==> src/rtl/reg_write_arbiter_pkg.sv <==
// Shared field widths, requester identifiers and defaults for the
// two-requester register write arbiter with per-bank locking.
package reg_write_arbiter_pkg;

    localparam int BANK_W          = 2;
    localparam int REG_W           = 2;
    localparam int ADDR_W          = BANK_W + REG_W;
    localparam int DATA_W          = 8;
    localparam int NUM_BANKS       = 4;
    localparam int CNT_W           = 8;
    localparam int DEFAULT_TIMEOUT = 255;

    localparam logic [REG_W-1:0] TOP_REG = 2'd3;

    typedef enum logic {
        REQ0 = 1'b0,
        REQ1 = 1'b1
    } req_id_t;

    function automatic logic [BANK_W-1:0] bank_of(input logic [ADDR_W-1:0] addr);
        return addr[ADDR_W-1:REG_W];
    endfunction

    // Writing the top register of a bank completes (and unlocks) that bank.
    function automatic logic is_top_reg(input logic [ADDR_W-1:0] addr);
        return addr[REG_W-1:0] == TOP_REG;
    endfunction

endpackage

==> src/rtl/reg_write_arbiter_if.sv <==
// Requester and register-array signals of the write arbiter; the arbiter
// uses the slave modport, the requester/array side the master modport.
interface reg_write_arbiter_if;
    import reg_write_arbiter_pkg::*;

    logic                 req0;
    logic                 req1;
    logic [ADDR_W-1:0]    addr0;
    logic [ADDR_W-1:0]    addr1;
    logic [DATA_W-1:0]    data0;
    logic [DATA_W-1:0]    data1;
    logic                 ack0;
    logic                 ack1;
    logic                 wr_en;
    logic [ADDR_W-1:0]    wr_addr;
    logic [DATA_W-1:0]    wr_data;
    logic [NUM_BANKS-1:0] bank_event;
    logic [NUM_BANKS-1:0] lock_flags;

    modport master (
        output req0, req1, addr0, addr1, data0, data1,
        input  ack0, ack1, wr_en, wr_addr, wr_data, bank_event, lock_flags
    );

    modport slave (
        input  req0, req1, addr0, addr1, data0, data1,
        output ack0, ack1, wr_en, wr_addr, wr_data, bank_event, lock_flags
    );

endinterface

==> src/rtl/reg_write_arbiter_bank_lock.sv <==
// Lock state for one register bank: owner, valid flag and an idle counter
// that forcibly releases a lock left untouched for TIMEOUT cycles.
module bank_lock
    import reg_write_arbiter_pkg::*;
#(
    parameter int TIMEOUT = DEFAULT_TIMEOUT
) (
    input  logic    clk,
    input  logic    rst,
    input  logic    grant,
    input  req_id_t grant_id,
    input  logic    grant_top,
    output logic    locked,
    output req_id_t owner
);

    localparam logic [CNT_W-1:0] LAST_IDLE = CNT_W'(TIMEOUT - 1);

    logic [CNT_W-1:0] idle_cnt;

    // A grant only reaches this bank when it is free or owned by the grantee,
    // and it takes priority over a timeout expiring in the same cycle.
    always_ff @(posedge clk) begin
        if (rst) begin
            locked   <= 1'b0;
            owner    <= REQ0;
            idle_cnt <= '0;
        end else if (grant) begin
            idle_cnt <= '0;
            if (grant_top) begin
                locked <= 1'b0;
            end else begin
                locked <= 1'b1;
                owner  <= grant_id;
            end
        end else if (locked) begin
            if (idle_cnt == LAST_IDLE) begin
                locked   <= 1'b0;
                idle_cnt <= '0;
            end else begin
                idle_cnt <= idle_cnt + 1'b1;
            end
        end
    end

endmodule

==> src/rtl/reg_write_arbiter.sv <==
// Round-robin arbiter granting one register write per cycle from two
// requesters, with per-bank locks that keep a bank's writes atomic.
module reg_write_arbiter
    import reg_write_arbiter_pkg::*;
#(
    parameter int TIMEOUT = DEFAULT_TIMEOUT
) (
    input  logic                clk,
    input  logic                rst,
    reg_write_arbiter_if.slave  bus
);

    logic [NUM_BANKS-1:0] locked;
    req_id_t              owner [NUM_BANKS];

    logic [BANK_W-1:0]    bank0_p0;
    logic [BANK_W-1:0]    bank1_p0;
    logic                 elig0_p0;
    logic                 elig1_p0;
    logic                 vld_p0;
    req_id_t              gnt_id_p0;
    logic [ADDR_W-1:0]    gnt_addr_p0;
    logic [DATA_W-1:0]    gnt_data_p0;
    logic [BANK_W-1:0]    gnt_bank_p0;
    logic                 gnt_top_p0;
    logic [NUM_BANKS-1:0] bank_gnt_p0;

    req_id_t              rr_ptr;
    logic                 vld_p1;
    logic [1:0]           ack_p1;
    logic [ADDR_W-1:0]    addr_p1;
    logic [DATA_W-1:0]    data_p1;
    logic [NUM_BANKS-1:0] event_p1;

    // Stage p0: eligibility and grant selection from the current lock state
    assign bank0_p0 = bank_of(bus.addr0);
    assign bank1_p0 = bank_of(bus.addr1);

    assign elig0_p0 = bus.req0 && !ack_p1[0] &&
                      (!locked[bank0_p0] || owner[bank0_p0] == REQ0);
    assign elig1_p0 = bus.req1 && !ack_p1[1] &&
                      (!locked[bank1_p0] || owner[bank1_p0] == REQ1);

    assign vld_p0 = elig0_p0 || elig1_p0;

    always_comb begin
        gnt_id_p0 = REQ0;
        if (elig0_p0 && elig1_p0) begin
            gnt_id_p0 = rr_ptr;
        end else if (elig1_p0) begin
            gnt_id_p0 = REQ1;
        end
    end

    assign gnt_addr_p0 = (gnt_id_p0 == REQ1) ? bus.addr1 : bus.addr0;
    assign gnt_data_p0 = (gnt_id_p0 == REQ1) ? bus.data1 : bus.data0;
    assign gnt_bank_p0 = bank_of(gnt_addr_p0);
    assign gnt_top_p0  = is_top_reg(gnt_addr_p0);

    always_comb begin
        bank_gnt_p0              = '0;
        bank_gnt_p0[gnt_bank_p0] = vld_p0;
    end

    for (genvar b = 0; b < NUM_BANKS; b++) begin : g_bank
        bank_lock #(
            .TIMEOUT (TIMEOUT)
        ) u_lock (
            .clk       (clk),
            .rst       (rst),
            .grant     (bank_gnt_p0[b]),
            .grant_id  (gnt_id_p0),
            .grant_top (gnt_top_p0),
            .locked    (locked[b]),
            .owner     (owner[b])
        );
    end

    // Stage p1: registered write strobe, acknowledge and completion pulse
    always_ff @(posedge clk) begin
        if (rst) begin
            vld_p1   <= 1'b0;
            ack_p1   <= '0;
            event_p1 <= '0;
            addr_p1  <= '0;
            data_p1  <= '0;
            rr_ptr   <= REQ0;
        end else begin
            vld_p1   <= vld_p0;
            ack_p1   <= {vld_p0 && gnt_id_p0 == REQ1, vld_p0 && gnt_id_p0 == REQ0};
            event_p1 <= bank_gnt_p0 & {NUM_BANKS{gnt_top_p0}};
            if (vld_p0) begin
                addr_p1 <= gnt_addr_p0;
                data_p1 <= gnt_data_p0;
                rr_ptr  <= (gnt_id_p0 == REQ0) ? REQ1 : REQ0;
            end
        end
    end

    assign bus.wr_en      = vld_p1;
    assign bus.ack0       = ack_p1[0];
    assign bus.ack1       = ack_p1[1];
    assign bus.wr_addr    = addr_p1;
    assign bus.wr_data    = data_p1;
    assign bus.bank_event = event_p1;
    assign bus.lock_flags = locked;

endmodule
==> src/flat_wrapper.sv <==
// flat-port wrapper written by rule: the top's interface ports become plain ports
module reg_write_arbiter_flat import reg_write_arbiter_pkg::*;
#(
    parameter int TIMEOUT = DEFAULT_TIMEOUT
)
  (clk, rst, bus_req0, bus_req1, bus_addr0, bus_addr1, bus_data0, bus_data1, bus_ack0, bus_ack1, bus_wr_en, bus_wr_addr, bus_wr_data, bus_bank_event, bus_lock_flags);
  reg_write_arbiter_if bus_i ();
  input  logic clk;
  input  logic rst;
  input wire logic [$bits(bus_i.req0)-1:0] bus_req0;
  input wire logic [$bits(bus_i.req1)-1:0] bus_req1;
  input wire logic [$bits(bus_i.addr0)-1:0] bus_addr0;
  input wire logic [$bits(bus_i.addr1)-1:0] bus_addr1;
  input wire logic [$bits(bus_i.data0)-1:0] bus_data0;
  input wire logic [$bits(bus_i.data1)-1:0] bus_data1;
  output wire logic [$bits(bus_i.ack0)-1:0] bus_ack0;
  output wire logic [$bits(bus_i.ack1)-1:0] bus_ack1;
  output wire logic [$bits(bus_i.wr_en)-1:0] bus_wr_en;
  output wire logic [$bits(bus_i.wr_addr)-1:0] bus_wr_addr;
  output wire logic [$bits(bus_i.wr_data)-1:0] bus_wr_data;
  output wire logic [$bits(bus_i.bank_event)-1:0] bus_bank_event;
  output wire logic [$bits(bus_i.lock_flags)-1:0] bus_lock_flags;
  assign bus_i.req0 = bus_req0;
  assign bus_i.req1 = bus_req1;
  assign bus_i.addr0 = bus_addr0;
  assign bus_i.addr1 = bus_addr1;
  assign bus_i.data0 = bus_data0;
  assign bus_i.data1 = bus_data1;
  assign bus_ack0 = bus_i.ack0;
  assign bus_ack1 = bus_i.ack1;
  assign bus_wr_en = bus_i.wr_en;
  assign bus_wr_addr = bus_i.wr_addr;
  assign bus_wr_data = bus_i.wr_data;
  assign bus_bank_event = bus_i.bank_event;
  assign bus_lock_flags = bus_i.lock_flags;
  reg_write_arbiter #(.TIMEOUT(TIMEOUT)) u_core (.clk(clk), .rst(rst), .bus(bus_i));
endmodule
==> config.mk <==
export PLATFORM = sky130hd
export DESIGN_NAME = reg_write_arbiter_flat
export DESIGN_NICKNAME = d
export VERILOG_FILES = /design/src/rtl/reg_write_arbiter_pkg.sv /design/src/rtl/reg_write_arbiter_if.sv /design/src/rtl/reg_write_arbiter_bank_lock.sv /design/src/rtl/reg_write_arbiter.sv /design/src/flat_wrapper.sv
export SDC_FILE = /design/constraint.sdc
export NUM_CORES = 1
export LEC_CHECK = 0
export CORE_ASPECT_RATIO = 1.5
export CORE_MARGIN = 2
export CORE_UTILIZATION = 53
export DETAILED_ROUTE_END_ITERATION = 6
export PLACE_DENSITY = 0.87
export SYNTH_ARGS = -nofsm -noshare
export SYNTH_HDL_FRONTEND = slang
export SYNTH_SLANG_ARGS = --single-unit
==> constraint.sdc <==
create_clock -name clk -period 3 [get_ports clk]
set_input_delay 0.6 -clock clk [delete_from_list [all_inputs] [get_ports clk]]
set_output_delay 0.6 -clock clk [all_outputs]
set_load 0.02 [all_outputs]
==> impl_metrics.csv <==
group,metric,value,unit
drt,post_drt_wl_per_cell,15.94,um
power_and_ir_drop,ir_drop,0.3325,mV
clock_network,hold_buffers,0,
logic_synthesis,synth_top_area_share,39.72,%
floorplanning,dieArea,6339,um^2
floorplanning,start_util,55.07,%
floorplanning,die-width,65.68,um
logic_synthesis,async_flop_share,0,%
clock_network,cts_setup_buffers,0,
floorplanning,coreArea,5492,um^2
drt,drt_iter0_drc,146,
timing,hold_viol,0,
clock_network,clockBufferDepth,2,
critical_path,path_class,"in -> reg",
placed_design,dp_slack,-4.854,ps
drt,drtAntennaViolNets,0,
global_routing,grt_pass1_wl,12.79,mm
timing,fin_hold_ws,494.9,ps
logic_synthesis,yosysTopAreaCell,"dfxtp_1",
finish,drive_gt1_share,11.90,%
logic_synthesis,yosys_warnings,0,
critical_path,critPathArrivalTime,2930,ps
timing,post-route-period-util,88.64,%
critical_path,startpoint_type,"input pin",
timing,fin_worst_skew,8.971,ps
drt,viasPerCell,5.994,
logic_synthesis,synth_area_leaders,"dfxtp_1 (40%), nor3_1 (5.1%), nor2_1 (4.1%)",
timing,setup_viol,0,
floorplanning,die_h,96.52,um
global_routing,grt_antenna_before_repair,0,
logic_synthesis,ys_types,56,
timing,fmax,0.3761,GHz
floorplanning,pin_count,51,
placed_design,place_area,3692,um^2
logic_synthesis,syn_area,3024,um^2
logic_synthesis,ys_top_cells_by_count,"dfxtp_1 (60), nor2_1 (33), nor3_1 (31), nand2_1 (30)",
timing,drv_slew,0,
clock_network,clk_pin_slew,60,ps
logic_synthesis,synth.most_common_cell,"dfxtp_1",
placed_design,portBuffers,50,
logic_synthesis,synthSimpleGateAreaFrac,26.19,%
timing,tightest_slew,627.1,ps
clock_network,insertion_delay,350,ps
timing,worst_slack,340.8,ps
clock_network,tritoncts,"built",
worst_hold_path,hold_depth,2,
critical_path,cp_max_fo,10,
clock_network,clock_sinks,60,
global_routing,overflow,0,
floorplanning,rows,33,
outcome,outcome,"completed",
logic_synthesis,ys.flop_type,"dfxtp_1",
global_routing,grt_pass1_vias,2907,
critical_path,timing.reg2reg.worst_path_depth,6,
timing,fin_crit,2659,ps
logic_synthesis,synth_edf_count,0,
finish,antenna_cells,0,
placed_design,dp.cells,474,
power_and_ir_drop,power.density,515.7,nW/um^2
logic_synthesis,synth_top_family_by_area,"simple AND/OR/NAND/NOR gates",
timing,slew_headroom,58.15,%
logic_synthesis,avgSynthCellArea,8.665,um^2
clock_network,cts_root_buf,"clkbuf_8",
logic_synthesis,syn_inst,349,
placed_design,gp_congestion,0.9397,
finish,area_growth,28.80,%
critical_path,cp-end-kind,"flop",
logic_synthesis,ys_ff_latch,60,
drt,via_count,2937,
logic_synthesis,synth_compound_area_share,18.82,%
global_routing,grt_start_max_net_pins,32,
flow_run,drv_cap,0,
drt,drt_first_pass_iters,4,
logic_synthesis,synth_mux_area_share,1.655,%
clock_network,ctsResizeCount,0,
logic_synthesis,syn-num-nets,385,
placed_design,place_hpwl,5.477,mm
timing,finalSetupTns,0,ps
drt,drt_wl_total,7.810,mm
clock_network,cts-buffers-inserted,9,
drt,drcViolationCount,0,
critical_path,cp.required,3270,ps
clock_network,htree_levels,3,
logic_synthesis,synth_fa_ha_area_share,3.310,%
timing,rsz0062_at_grt,"no",
global_routing,grt.total_usage,26.30,%
logic_synthesis,synth_xor_area_share,5.503,%
worst_hold_path,holdCritPathClass,"reg -> reg",
power_and_ir_drop,p_leak,1.380,nW
finish,final_area,3895,um^2
finish,fin_cells,490,
logic_synthesis,yosysSeqAreaShare,39.72,%
finish,nNetsFinal,451,
final timing paths:
| check | from | end | slack (ps) |
|---|---|---|---|
| setup / recovery | bus_addr1[2] | u_core.g_bank[0].u_lock.locked | 340 |
| hold / removal | u_core.bus.wr_addr[3] | u_core.bus.wr_addr[3] | 490 |
| setup reg to reg | u_core.g_bank[1].u_lock.locked | u_core.g_bank[0].u_lock.locked | 640 |
| hold reg to reg | u_core.bus.wr_addr[3] | u_core.bus.wr_addr[3] | 490 |
per-stage QoR:
step | total power, mW | utilization, %
final | 2.008 | 70.93
after detailed placement | 1.273 | 67.24
after global routing | 2.091 | 70.93
after floorplan | 1.106 | -
after global placement | 1.265 | 67.24
after CTS | 2.011 | 70.93
worst max-delay path: stages:
cell	delay, ps
clkdlybuf4s50_1	470
nor4bb_1	190
or4b_1	640
a2111o_1	420
a211oi_4	220
buf_4	210
mux2i_1	190
final cells by class:
cell class                 instances  area [um^2]
multi-input combinational        258         1678
fill                             419         1597
sequential                        60         1201
timing repair buffer              74        680.7
clock buffer                      12        155.1
tap                               70        87.58
clock inverter                     4        47.55
inverter                          12        45.04
layout by cell type, fill, tap and decap left out, types with 3 or more instances in the layout:
| master | n |
|---|---|
| o22ai_1 | 9 |
| o211ai_1 | 5 |
| o21ai_0 | 15 |
| nand2b_1 | 5 |
| a21oi_1 | 13 |
| clkdlybuf4s50_1 | 50 |
| o2111ai_1 | 3 |
| a32o_1 | 4 |
| nand2_1 | 30 |
| and2_1 | 3 |
| nor2_1 | 33 |
| mux2i_1 | 5 |
| ha_1 | 8 |
| a2111oi_0 | 3 |
| dfxtp_1 | 60 |
| xor2_1 | 13 |
| inv_1 | 12 |
| buf_4 | 24 |
| nand3_1 | 11 |
| xnor2_1 | 6 |
| nand4_1 | 15 |
| clkbuf_8 | 11 |
| a311oi_1 | 3 |
| nor3_1 | 31 |
| nor3b_1 | 5 |
power by group:
group	internal (mW)	switching, mW
Sequential	0.835	0.0393
Clock	0.426	0.321
Combinational	0.182	0.206
registers in the layout, summed over array words and instances, names as in the netlist:
signal,flops
u_core.bus.wr_en,1
u_core.g_bank.u_lock.locked,4
u_core.rr_ptr,1
u_core.g_bank.u_lock.idle_cnt,32
u_core.bus.bank_event,4
u_core.bus.wr_addr,4
u_core.g_bank.u_lock.owner,4
u_core.bus.wr_data,8
u_core.ack_p1,2
routing by layer:
layer	vias to the layer above	track usage, %	part of all wire [%]
met5	-	0	0
met4	0	13.19	2.7
met3	17	7.764	4.8
met2	78	47.14	53
met1	1427	27.56	39
li1	1415	-	-
kinds of logic (layout without fill, tap and decap cells):
logic type               after synthesis  after routing
flip-flops                            60             60
multiplexers                           5              5
AND/OR/NAND/NOR                      152            152
adder cells (fa/ha/maj)                8              8
buffers and inverters                 31            102
XOR/XNOR                              19             19
AO/OA/AOI/OAI                         74             74
No activity file was read; power rests on OpenSTA's default activity.
